File: config.mk
export PLATFORM = sky130hd
export DESIGN_NAME = serial_addsub
export DESIGN_NICKNAME = d
export VERILOG_FILES = /design/src/rtl/serial_addsub.sv
export SDC_FILE = /design/constraint.sdc
export NUM_CORES = 1
export LEC_CHECK = 0
export ABC_AREA = 1
export BUFFER_PORTS_ARGS = -buffer_cell sky130_fd_sc_hd__clkbuf_2
export CORE_MARGIN = 3
export CORE_UTILIZATION = 38
export CTS_CLUSTER_SIZE = 24
export DETAILED_ROUTE_END_ITERATION = 16
export PLACE_DENSITY = 0.61
export SLEW_MARGIN = 15
export SYNTH_ARGS = -nofsm -noshare
export SYNTH_HDL_FRONTEND = slang
export SYNTH_SLANG_ARGS = --single-unit
File: constraint.sdc
create_clock -name clk -period 3.6 [get_ports clk]
set_clock_uncertainty 0.05 [all_clocks]
set_input_delay 0.72 -clock clk [delete_from_list [all_inputs] [get_ports clk]]
set_output_delay 0.72 -clock clk [all_outputs]
set_load 0.005 [all_outputs]
File: src/rtl/serial_addsub.sv
// Digit-serial adder/subtractor: processes DIGIT bits per cycle, LSB first, and
// reports result plus carry/sign/overflow/zero flags on a one-cycle done pulse.
module serial_addsub #(
    parameter int WIDTH = 8,
    parameter int DIGIT = 1
) (
    input  logic             clk,
    input  logic             rst,
    input  logic             start,
    input  logic             op,
    input  logic [WIDTH-1:0] a,
    input  logic [WIDTH-1:0] b,
    output logic             busy,
    output logic             done,
    output logic [WIDTH-1:0] result,
    output logic             carry,
    output logic             sign,
    output logic             overflow,
    output logic             zero,
    output logic [1:0]       state_dbg
);

    localparam int N  = WIDTH / DIGIT;
    localparam int CW = (N > 1) ? $clog2(N) : 1;

    typedef enum logic [1:0] {
        IDLE = 2'd0,
        RUN  = 2'd1,
        DONE = 2'd2
    } state_t;

    state_t           state;
    logic [WIDTH-1:0] a_q;
    logic [WIDTH-1:0] b_q;
    logic [WIDTH-1:0] acc;
    logic [WIDTH-1:0] acc_next;
    logic             op_q;
    logic             cy;
    logic [CW-1:0]    cnt;
    logic [DIGIT-1:0] a_sl;
    logic [DIGIT-1:0] b_sl;
    logic [DIGIT-1:0] b_eff;
    logic [DIGIT:0]   sl_sum;
    logic             msb_cin;

    assign state_dbg = state;

    // Select the active slice with constant indices so every part-select is static.
    always_comb begin
        a_sl     = '0;
        b_sl     = '0;
        acc_next = acc;
        for (int i = 0; i < N; i++) begin
            if (cnt == CW'(i)) begin
                a_sl = a_q[i*DIGIT +: DIGIT];
                b_sl = b_q[i*DIGIT +: DIGIT];
            end
        end
        b_eff   = op_q ? ~b_sl : b_sl;
        sl_sum  = {1'b0, a_sl} + {1'b0, b_eff} + {{DIGIT{1'b0}}, cy};
        // Carry into the slice MSB recovered from its sum bit: a ^ b ^ s.
        msb_cin = a_sl[DIGIT-1] ^ b_eff[DIGIT-1] ^ sl_sum[DIGIT-1];
        for (int i = 0; i < N; i++) begin
            if (cnt == CW'(i)) begin
                acc_next[i*DIGIT +: DIGIT] = sl_sum[DIGIT-1:0];
            end
        end
    end

    always_ff @(posedge clk or posedge rst) begin
        if (rst) begin
            state    <= IDLE;
            busy     <= 1'b0;
            done     <= 1'b0;
            result   <= '0;
            carry    <= 1'b0;
            sign     <= 1'b0;
            overflow <= 1'b0;
            zero     <= 1'b0;
            a_q      <= '0;
            b_q      <= '0;
            op_q     <= 1'b0;
            cy       <= 1'b0;
            cnt      <= '0;
            acc      <= '0;
        end else begin
            case (state)
                IDLE, DONE: begin
                    done <= 1'b0;
                    if (start) begin
                        a_q   <= a;
                        b_q   <= b;
                        op_q  <= op;
                        cy    <= op;
                        cnt   <= '0;
                        acc   <= '0;
                        busy  <= 1'b1;
                        state <= RUN;
                    end else begin
                        state <= IDLE;
                    end
                end
                RUN: begin
                    acc <= acc_next;
                    cy  <= sl_sum[DIGIT];
                    cnt <= cnt + CW'(1);
                    if (cnt == CW'(N - 1)) begin
                        state    <= DONE;
                        busy     <= 1'b0;
                        done     <= 1'b1;
                        result   <= acc_next;
                        carry    <= sl_sum[DIGIT];
                        sign     <= op_q & ~sl_sum[DIGIT];
                        overflow <= msb_cin ^ sl_sum[DIGIT];
                        zero     <= (acc_next == '0);
                    end
                end
                default: begin
                    state <= IDLE;
                    busy  <= 1'b0;
                    done  <= 1'b0;
                end
            endcase
        end
    end

endmodule

==> impl_metrics.json, run 1 <==
{
  "ys_seq_elements": 44,
  "clkLatencyLatePin_ps": 290,
  "hold_slack_ps": 384,
  "syn_area_per_cell_um2": 8.41,
  "synth_top_area_cell": "dfrtp_1",
  "post_cts_resized": 0,
  "fin_crit_sh": 0.871,
  "dp_hpwl_mm": 3.32,
  "clkPwrFrac": 0.131,
  "max_cap_viol_count": 0,
  "synth_area_um2": 2180,
  "setup_viol_count_final": 0,
  "syn_nets": 287,
  "use_met2": 0.226,
  "cp_slowest_stage_delay_ps": 490,
  "met3_usage": 0.0329,
  "status": "finished clean",
  "cpMostUsedCell": "nand2_1",
  "fin_tns_setup_ps": 0,
  "rows": 26,
  "antenna_found_initial": 0,
  "ir_drop_uv": 511,
  "fin_cells": 365,
  "crit_chain": "inv_1, ha_1, inv_1, nor2_2, nand2_1, nand2_1, o211ai_1, nand2_1, nand2_1, nand3_1, nand2_1, nand2_1, nand2_1, nand2_1, nand2_1, fa_1, inv_1, nand2_1, o21ai_0, nand3_1, o41ai_2",
  "start_util": 0.408,
  "htreeDepth": 2,
  "cts_buffers": 5,
  "num_vias": 1698,
  "drc_errors": 0,
  "max_slew.worst_pin.slew_ps": 749,
  "synth-seq-area-share": 0.505,
  "port_buffers": 35,
  "grt_pass1_wl_mm": 7.55,
  "final_area_um2": 2490,
  "clock.fmax_ghz": 0.319,
  "track_usage": 0.149,
  "synth_area_leaders": "dfrtp_1 (51%), nand2_1 (16%), inv_1 (5.3%), o21ai_0 (5.3%), ha_1 (4.0%)",
  "cts_root_buf": "clkbuf_8",
  "die_x_um": 81.7,
  "slowest_stage": "fa_1",
  "diodes": 0,
  "p_per_area_nw_per_um2": 976,
  "dieArea_um2": 6680,
  "crit_family": "simple AND/OR/NAND/NOR gates",
  "critPathLaunchType": "flop",
  "power.switching_uw": 1100,
  "clkTransAtPathRegs_ps": 80,
  "cts_sinks": 44,
  "routabilityCongestion": 0.897,
  "fin_crit_ps": 3140,
  "slew_headroom": 0.498,
  "viasPerCell": 4.65,
  "hold_viol_final": 0,
  "met1_usage": 0.212,
  "power_frac_comb": 0.515,
  "required_ps": 3750,
  "cts_setup_buffers": 0,
  "cts_buffer_depth": 2,
  "die_h_um": 81.7,
  "gr-max-usage-layer": "met2",
  "yosysWarningCount": 0,
  "grt_pass1_vias": 1572,
  "fp.coreArea_um2": 5340,
  "overflow": 0,
  "postRouteAntennaNets": 0,
  "grt_max_degree": 26,
  "cts_tree": "yes",
  "switching_share": 0.454,
  "layout.nets": 322,
  "syn_inst": 259,
  "drtIter0Drc": 50,
  "final.fill_count": 561,
  "avgRoutedWirePerCell_um": 12.1,
  "dpl.cell_count": 357,
  "p_int_uw": 1330,
  "cts_hold_repair.buffers": 0,
  "layout-drive-gt1-share": 0.203,
  "boundaryPins": 36,
  "p_leak_uw": 0.00132,
  "routed_wl_mm": 4.43,
  "maxSlewViolCount": 0,
  "placed_area_um2": 2390,
  "syn2layout_area_growth_pct": 14.2,
  "cp-end-kind": "flop",
  "firstDrtPassIters": 4,
  "p_seq_frac": 0.353,
  "synth_cell_types": 29,
  "crit_type": "flop to flop",
  "arrival_ps": 3280,
  "min_path_type": "primary input to async pin",
  "cp_num_buf_inv": 3,
  "rsz0062_at_grt": "false",
  "synth_top_area_share": 0.505,
  "worstPathMaxFanout": 6
}
[stage by stage]
stage / utilization / power (uW) / worst slack [ps]
floorplan: - / 1820 / 905
finish: 0.466 / 2430 / 465
detailed placement: 0.449 / 2130 / 492
global route: 0.466 / 2710 / 198
CTS: 0.466 / 2460 / 456
global placement: 0.449 / 2110 / 540
[layer usage]
metal,vias up,wire length [um]
li1,887,-
met1,757,2260
met2,47,1850
met3,7,268
met4,0,50
met5,-,0
[cell families (layout without fill, tap and decap cells)]
group / after synthesis / after routing / share of synthesized area
xor gates and xnor gates: 1 / 1 / 0.00402
and+or+nand+nor: 117 / 117 / 0.234
AOI/OAI and AO/OA: 45 / 45 / 0.118
buffers and inverters: 44 / 80 / 0.0890
adders and majority gates: 8 / 8 / 0.0494
DFF: 44 / 44 / 0.505
[layout by cell type (no fill, tap or decap), types with 2 or more instances in the layout]
cell / n
nand2_1: 90
o21ai_0: 23
or2_2: 2
nor2_1: 3
clkinv_2: 2
inv_1: 30
clkbuf_8: 6
inv_2: 3
o22ai_1: 4
nor2_4: 3
o21ai_1: 11
o211ai_1: 2
clkbuf_2: 35
inv_4: 2
dfrtp_1: 44
nand2_2: 2
nand3_1: 14
ha_1: 7
[state kept, by name, indices dropped and copies added, names as in the netlist, 3 cells and up]
signal / count
a_q: 8
acc: 8
b_q: 8
result: 8
cnt: 3
[path summary, 6_finish.rpt]
| path | from | to | slack [ps] | cells after the start |
|---|---|---|---|---|
| min in group clk | b_q[7]$_DFFE_PP0P_ | b_q[7]$_DFFE_PP0P_ | 430 | 2 |
| worst max-delay path | cnt[0]$_DFFE_PP0P_ | zero$_DFFE_PP0P_ | 460 | 21 |
| worst min register to register | b_q[7]$_DFFE_PP0P_ | b_q[7]$_DFFE_PP0P_ | 430 | 2 |
| worst min-delay path | rst | acc[1]$_DFFE_PP0P_ | 380 | 2 |
| max in group asynchronous | rst | a_q[5]$_DFFE_PP0P_ | 2400 | 3 |
| worst max register to register | cnt[0]$_DFFE_PP0P_ | zero$_DFFE_PP0P_ | 460 | 21 |
[synth_stat cells]
library cell   n
a31oi_1        1
buf_2          4
buf_4          1
buf_6          2
clkbuf_1       1
dfrtp_1       44
fa_1           1
ha_1           7
inv_1         31
inv_2          3
inv_4          2
nand2_1       90
nand2_2        2
nand3_1       14
nand4_1        1
nor2_1         3
nor2_2         1
nor2_4         3
nor2_8         1
o211ai_1       2
o21a_1         1
o21ai_0       23
o21ai_1       11
o21ai_2        1
o22ai_1        4
o31ai_1        1
o41ai_2        1
or2_2          2
xnor2_1        1
[worst register-to-register path, cell delays in order (launching register included)]
cell,delay (ps)
dfrtp_1,410
inv_1,120
ha_1,220
inv_1,60
nor2_2,170
nand2_1,70
nand2_1,60
o211ai_1,90
nand2_1,70
nand2_1,50
nand3_1,60
nand2_1,70
nand2_1,80
nand2_1,60
nand2_1,50
nand2_1,70
fa_1,490
inv_1,160
nand2_1,70
o21ai_0,140
nand3_1,150
o41ai_2,280
[power groups by stage]
stage | logic, uW | clock network (uW) | registers [uW]
final | 1250 | 319 | 858
after global routing | 1470 | 353 | 888
after detailed placement | 1260 | 0 | 865
after CTS | 1270 | 330 | 858
after floorplan | 983 | 0 | 834
after global placement | 1250 | 0 | 860
[cell type report]
class | count | area (um2) | area share
sequential | 44 | 1100 | 0.443
multi-input combinational | 171 | 883 | 0.355
timing repair buffer | 36 | 183 | 0.0734
inverter | 36 | 140 | 0.0563
tap | 70 | 87.6 | 0.0352
clock buffer | 6 | 82.6 | 0.0332
clock inverter | 2 | 10.0 | 0.00402
No activity file was read; power rests on OpenSTA's default activity.
==> run 2, diff against run 1 <==
RECOVER_POWER = 100   (was unset)
==> impl_metrics.json, run 2 (synthesized netlist as in run 1, its figures left out) <==
{
  "status": "finished clean",
  "met3_usage": 0.0329,
  "die_x_um": 81.7,
  "cts_sinks": 44,
  "cts_buffer_depth": 2,
  "htreeDepth": 2,
  "layout.nets": 322,
  "syn2layout_area_growth_pct": 12.1,
  "max_cap_viol_count": 0,
  "min_path_type": "primary input to async pin",
  "viasPerCell": 4.68,
  "p_leak_uw": 0.00128,
  "firstDrtPassIters": 4,
  "placed_area_um2": 2390,
  "cts_buffers": 5,
  "rsz0062_at_grt": "false",
  "layout-drive-gt1-share": 0.156,
  "dpl.cell_count": 357,
  "cts_root_buf": "clkbuf_8",
  "start_util": 0.408,
  "crit_type": "flop to flop",
  "cp-end-kind": "flop",
  "post-route-util": 0.458,
  "port_buffers": 35,
  "dp_hpwl_mm": 3.32,
  "grt_pass1_vias": 1572,
  "postRouteAntennaNets": 0,
  "rows": 26,
  "slew_headroom": 0.0275,
  "required_ps": 3740,
  "hold_viol_final": 0,
  "fin_cells": 365,
  "final.fill_count": 576,
  "gr-max-usage-layer": "met2",
  "avgRoutedWirePerCell_um": 12.2,
  "grt_pass1_wl_mm": 7.55,
  "routed_wl_mm": 4.45,
  "routabilityCongestion": 0.897,
  "arrival_ps": 3370,
  "grt_max_degree": 26,
  "diodes": 0,
  "met1_usage": 0.212,
  "post_cts_resized": 0,
  "cts_hold_repair.buffers": 0,
  "boundaryPins": 36,
  "mostFrequentLayoutCells": "nand2_1 (91), dfrtp_1 (44), o21ai_0 (33)",
  "drc_errors": 0,
  "ir_drop_uv": 456,
  "seqCellArea_um2": 1100,
  "setup_viol_count_final": 0,
  "clkLatencyLatePin_ps": 290,
  "p_per_area_nw_per_um2": 974,
  "antenna_found_initial": 0,
  "fin_tns_setup_ps": 0,
  "overflow": 0,
  "worstPathMaxFanout": 6,
  "multi_input_area_um2": 851,
  "maxSlewViolCount": 0,
  "final_common_cell": "nand2_1",
  "fp.coreArea_um2": 5340,
  "critPathLaunchType": "flop",
  "track_usage": 0.149,
  "clkTransAtPathRegs_ps": 90,
  "cts_setup_buffers": 0,
  "hold_slack_ps": 381,
  "num_vias": 1710,
  "fin_crit_sh": 0.895,
  "dieArea_um2": 6680,
  "use_met2": 0.226,
  "clock.fmax_ghz": 0.311,
  "final_area_um2": 2440,
  "drtIter0Drc": 80,
  "fin_crit_ps": 3220,
  "max_slew.worst_pin.slew_ps": 1450,
  "cts_tree": "yes",
  "die_h_um": 81.7
}
[run 2: changes by cell type in the layout (fill, tap and decap cells not counted), sizes merged]
| cell | delta |
|---|---|
| clkbuf | +1 |
| buf | -1 |
[run 2: worst max-delay path, stage by stage (launching register included)]
cell      delay, ps
dfrtp_1         410
inv_1           120
ha_1            210
inv_1            60
nor2_1          260
nand2_1          80
nand2_1          70
o211ai_1         90
nand2_1          70
nand2_1          50
nand3_1          60
nand2_1          70
nand2_1          90
nand2_1          60
nand2_1          50
nand2_1          70
fa_1            490
inv_1           160
nand2_1          70
o21ai_0         140
nand3_1         140
o41ai_2         280
[run 2: worst paths after layout]
kind	from	to	slack, ps	cells after the start
max in group asynchronous	rst	a_q[5]$_DFFE_PP0P_	1590	3
max reg2reg	cnt[0]$_DFFE_PP0P_	zero$_DFFE_PP0P_	380	21
min in group clk	b_q[7]$_DFFE_PP0P_	b_q[7]$_DFFE_PP0P_	420	2
min reg2reg	b_q[7]$_DFFE_PP0P_	b_q[7]$_DFFE_PP0P_	420	2
min	rst	acc[1]$_DFFE_PP0P_	380	2
max	cnt[0]$_DFFE_PP0P_	zero$_DFFE_PP0P_	380	21
[run 2: layer usage]
layer | up-vias | wire length (um) | share of wire
met2 | 49 | 1890 | 0.43
met4 | 0 | 35 | 0.0079
li1 | 887 | - | -
met5 | - | 0 | 0
met1 | 768 | 2260 | 0.51
met3 | 6 | 257 | 0.058
[run 2: layout make-up]
| class | instances | area share |
|---|---|---|
| Clock inverter | 2 | 0.00410 |
| Tap cell | 70 | 0.0359 |
| Timing Repair Buffer | 36 | 0.0692 |
| Sequential cell | 44 | 0.451 |
| Clock buffer | 6 | 0.0338 |
| Multi-Input combinational cell | 171 | 0.349 |
| Inverter | 36 | 0.0574 |
[run 2: per-stage QoR]
step	worst slack [ps]	total power (uW)
global route	118	2650
finish	380	2380
floorplan	905	1820
CTS	456	2460
detailed placement	492	2130
global placement	540	2110
[run 2: power breakdown]
part | leakage (uW) | switching (uW) | internal, uW
logic | 0.000675 | 777 | 427
registers | 0.000552 | 131 | 722
clock network | 0.0000510 | 165 | 153
total | 0.00128 | 1070 | 1300
==> run 3, diff against run 2 <==
BUFFER_PORTS_ARGS = unset   (was -buffer_cell sky130_fd_sc_hd__clkbuf_2)
DONT_BUFFER_PORTS = 1   (was unset)
PLACE_DENSITY = 0.55   (was 0.61)
==> impl_metrics.json, run 3 (synthesized netlist as in run 1, its figures left out) <==
{
  "status": "finished with violations",
  "violations": "max-capacitance violations, max-slew violations",
  "routed_wl_mm": 4.53,
  "layout-drive-gt1-share": 0.0654,
  "port_buffers": 0,
  "post-route-util": 0.426,
  "wl_met3_um": 293,
  "cts_hold_repair.buffers": 0,
  "fin_cells": 330,
  "fin_crit_ps": 3120,
  "cts_tree": "yes",
  "boundaryPins": 36,
  "critPathLaunchType": "flop",
  "setup_viol_count_final": 0,
  "dpl.cell_count": 322,
  "met2WireLength_mm": 1.90,
  "placed_area_um2": 2220,
  "die_x_um": 81.7,
  "grt_pass1_vias": 1586,
  "diodes": 0,
  "htreeDepth": 2,
  "cts_sinks": 44,
  "syn2layout_area_growth_pct": 4.37,
  "cts_root_buf": "clkbuf_8",
  "dr.max_layer_used": "met4",
  "final.fill_count": 574,
  "track_usage": 0.157,
  "post_cts_resized": 0,
  "rsz0062_at_grt": "false",
  "viasPerCell": 4.85,
  "slew_headroom": -0.569,
  "seqCellArea_um2": 1100,
  "final_common_cell": "nand2_1",
  "die_h_um": 81.7,
  "overflow": 0,
  "drtIter0Drc": 54,
  "max_slew.worst_pin.slew_ps": 2350,
  "p_per_area_nw_per_um2": 1030,
  "dieArea_um2": 6680,
  "cts_setup_buffers": 0,
  "max_cap_viol_count": 1,
  "num_vias": 1599,
  "fp.coreArea_um2": 5340,
  "cts_buffer_depth": 2,
  "cp-end-kind": "flop",
  "final_area_um2": 2270,
  "wl_met1_mm": 2.26,
  "clkTransAtPathRegs_ps": 80,
  "routabilityCongestion": 0.845,
  "min_path_type": "flop to flop",
  "layout.nets": 287,
  "dp_hpwl_mm": 3.26,
  "ir_drop_uv": 423,
  "cts_buffers": 5,
  "clkLatencyLatePin_ps": 300,
  "multi_input_area_um2": 851,
  "clock.fmax_ghz": 0.320,
  "hold_viol_final": 0,
  "p_leak_uw": 0.00115,
  "drc_errors": 0,
  "worstPathMaxFanout": 25,
  "rows": 26,
  "avgRoutedWirePerCell_um": 13.7,
  "required_ps": 3730,
  "maxSlewViolCount": 45,
  "finalPower_uw": 2330,
  "start_util": 0.408,
  "mostFrequentLayoutCells": "nand2_1 (92), dfrtp_1 (44), o21ai_0 (32)",
  "grt_pass1_wl_mm": 7.88,
  "fin_crit_sh": 0.867,
  "firstDrtPassIters": 4,
  "fin_tns_setup_ps": 0,
  "grt_max_degree": 45,
  "crit_type": "flop to flop",
  "postRouteAntennaNets": 0,
  "antenna_found_initial": 0,
  "arrival_ps": 3250
}
==> run 3: cell types whose count changed in the layout (fill, tap and decap cells not counted), sizes merged <==
cell | previous run | this run
clkbuf | 42 | 9
clkinv | 3 | 1
==> run 3: critical path, stage by stage, from the launching register on <==
cell,delay [ps]
dfrtp_1,550
ha_1,270
inv_1,110
nand2_1,100
o21ai_0,110
nor2_1,1080
inv_4,280
nand2_1,320
o21ai_0,120
==> run 3: final cells by class <==
cell class / instances / area share
inverters: 36 / 0.0616
repair buffers: 1 / 0.00165
well taps: 70 / 0.0385
flip-flops and latches: 44 / 0.484
multi-input cells: 171 / 0.374
clock buffers: 8 / 0.0396
==> run 3: stage by stage <==
| stage | setup WS (ps) | hold WS, ps |
|---|---|---|
| 2_1_floorplan | 905 | 384 |
| 3_3_place_gp | 498 | 404 |
| 3_5_place_dp | 482 | 417 |
| 4_1_cts | 451 | 418 |
| 5_1_grt | 39.5 | 456 |
| 6_report | 478 | 429 |
==> run 3: metal layers <==
layer  GRT usage  vias up
met3      0.0384        7
met5           0        -
met2       0.227       45
li1            -      820
met1       0.223      727
met4      0.0681        0
==> run 3: final timing paths <==
check,from,end,slack (ps),depth (start not counted)
max in group asynchronous,rst,busy$_DFFE_PP0P_,1040,2
max,cnt[2]$_DFFE_PP0P_,cnt[1]$_DFFE_PP0P_,480,8
min,b_q[2]$_DFFE_PP0P_,b_q[2]$_DFFE_PP0P_,430,2
min in group asynchronous,rst,result[3]$_DFFE_PP0P_,1110,2
min reg2reg,b_q[2]$_DFFE_PP0P_,b_q[2]$_DFFE_PP0P_,430,2
max reg2reg,cnt[2]$_DFFE_PP0P_,cnt[1]$_DFFE_PP0P_,480,8
==> run 3: power by group <==
| group | switching, uW | total [uW] | internal, uW |
|---|---|---|---|
| Combinational | 760 | 1140 | 383 |
| Clock | 164 | 320 | 157 |
| Sequential | 147 | 869 | 723 |
| Total | 1070 | 2330 | 1260 |
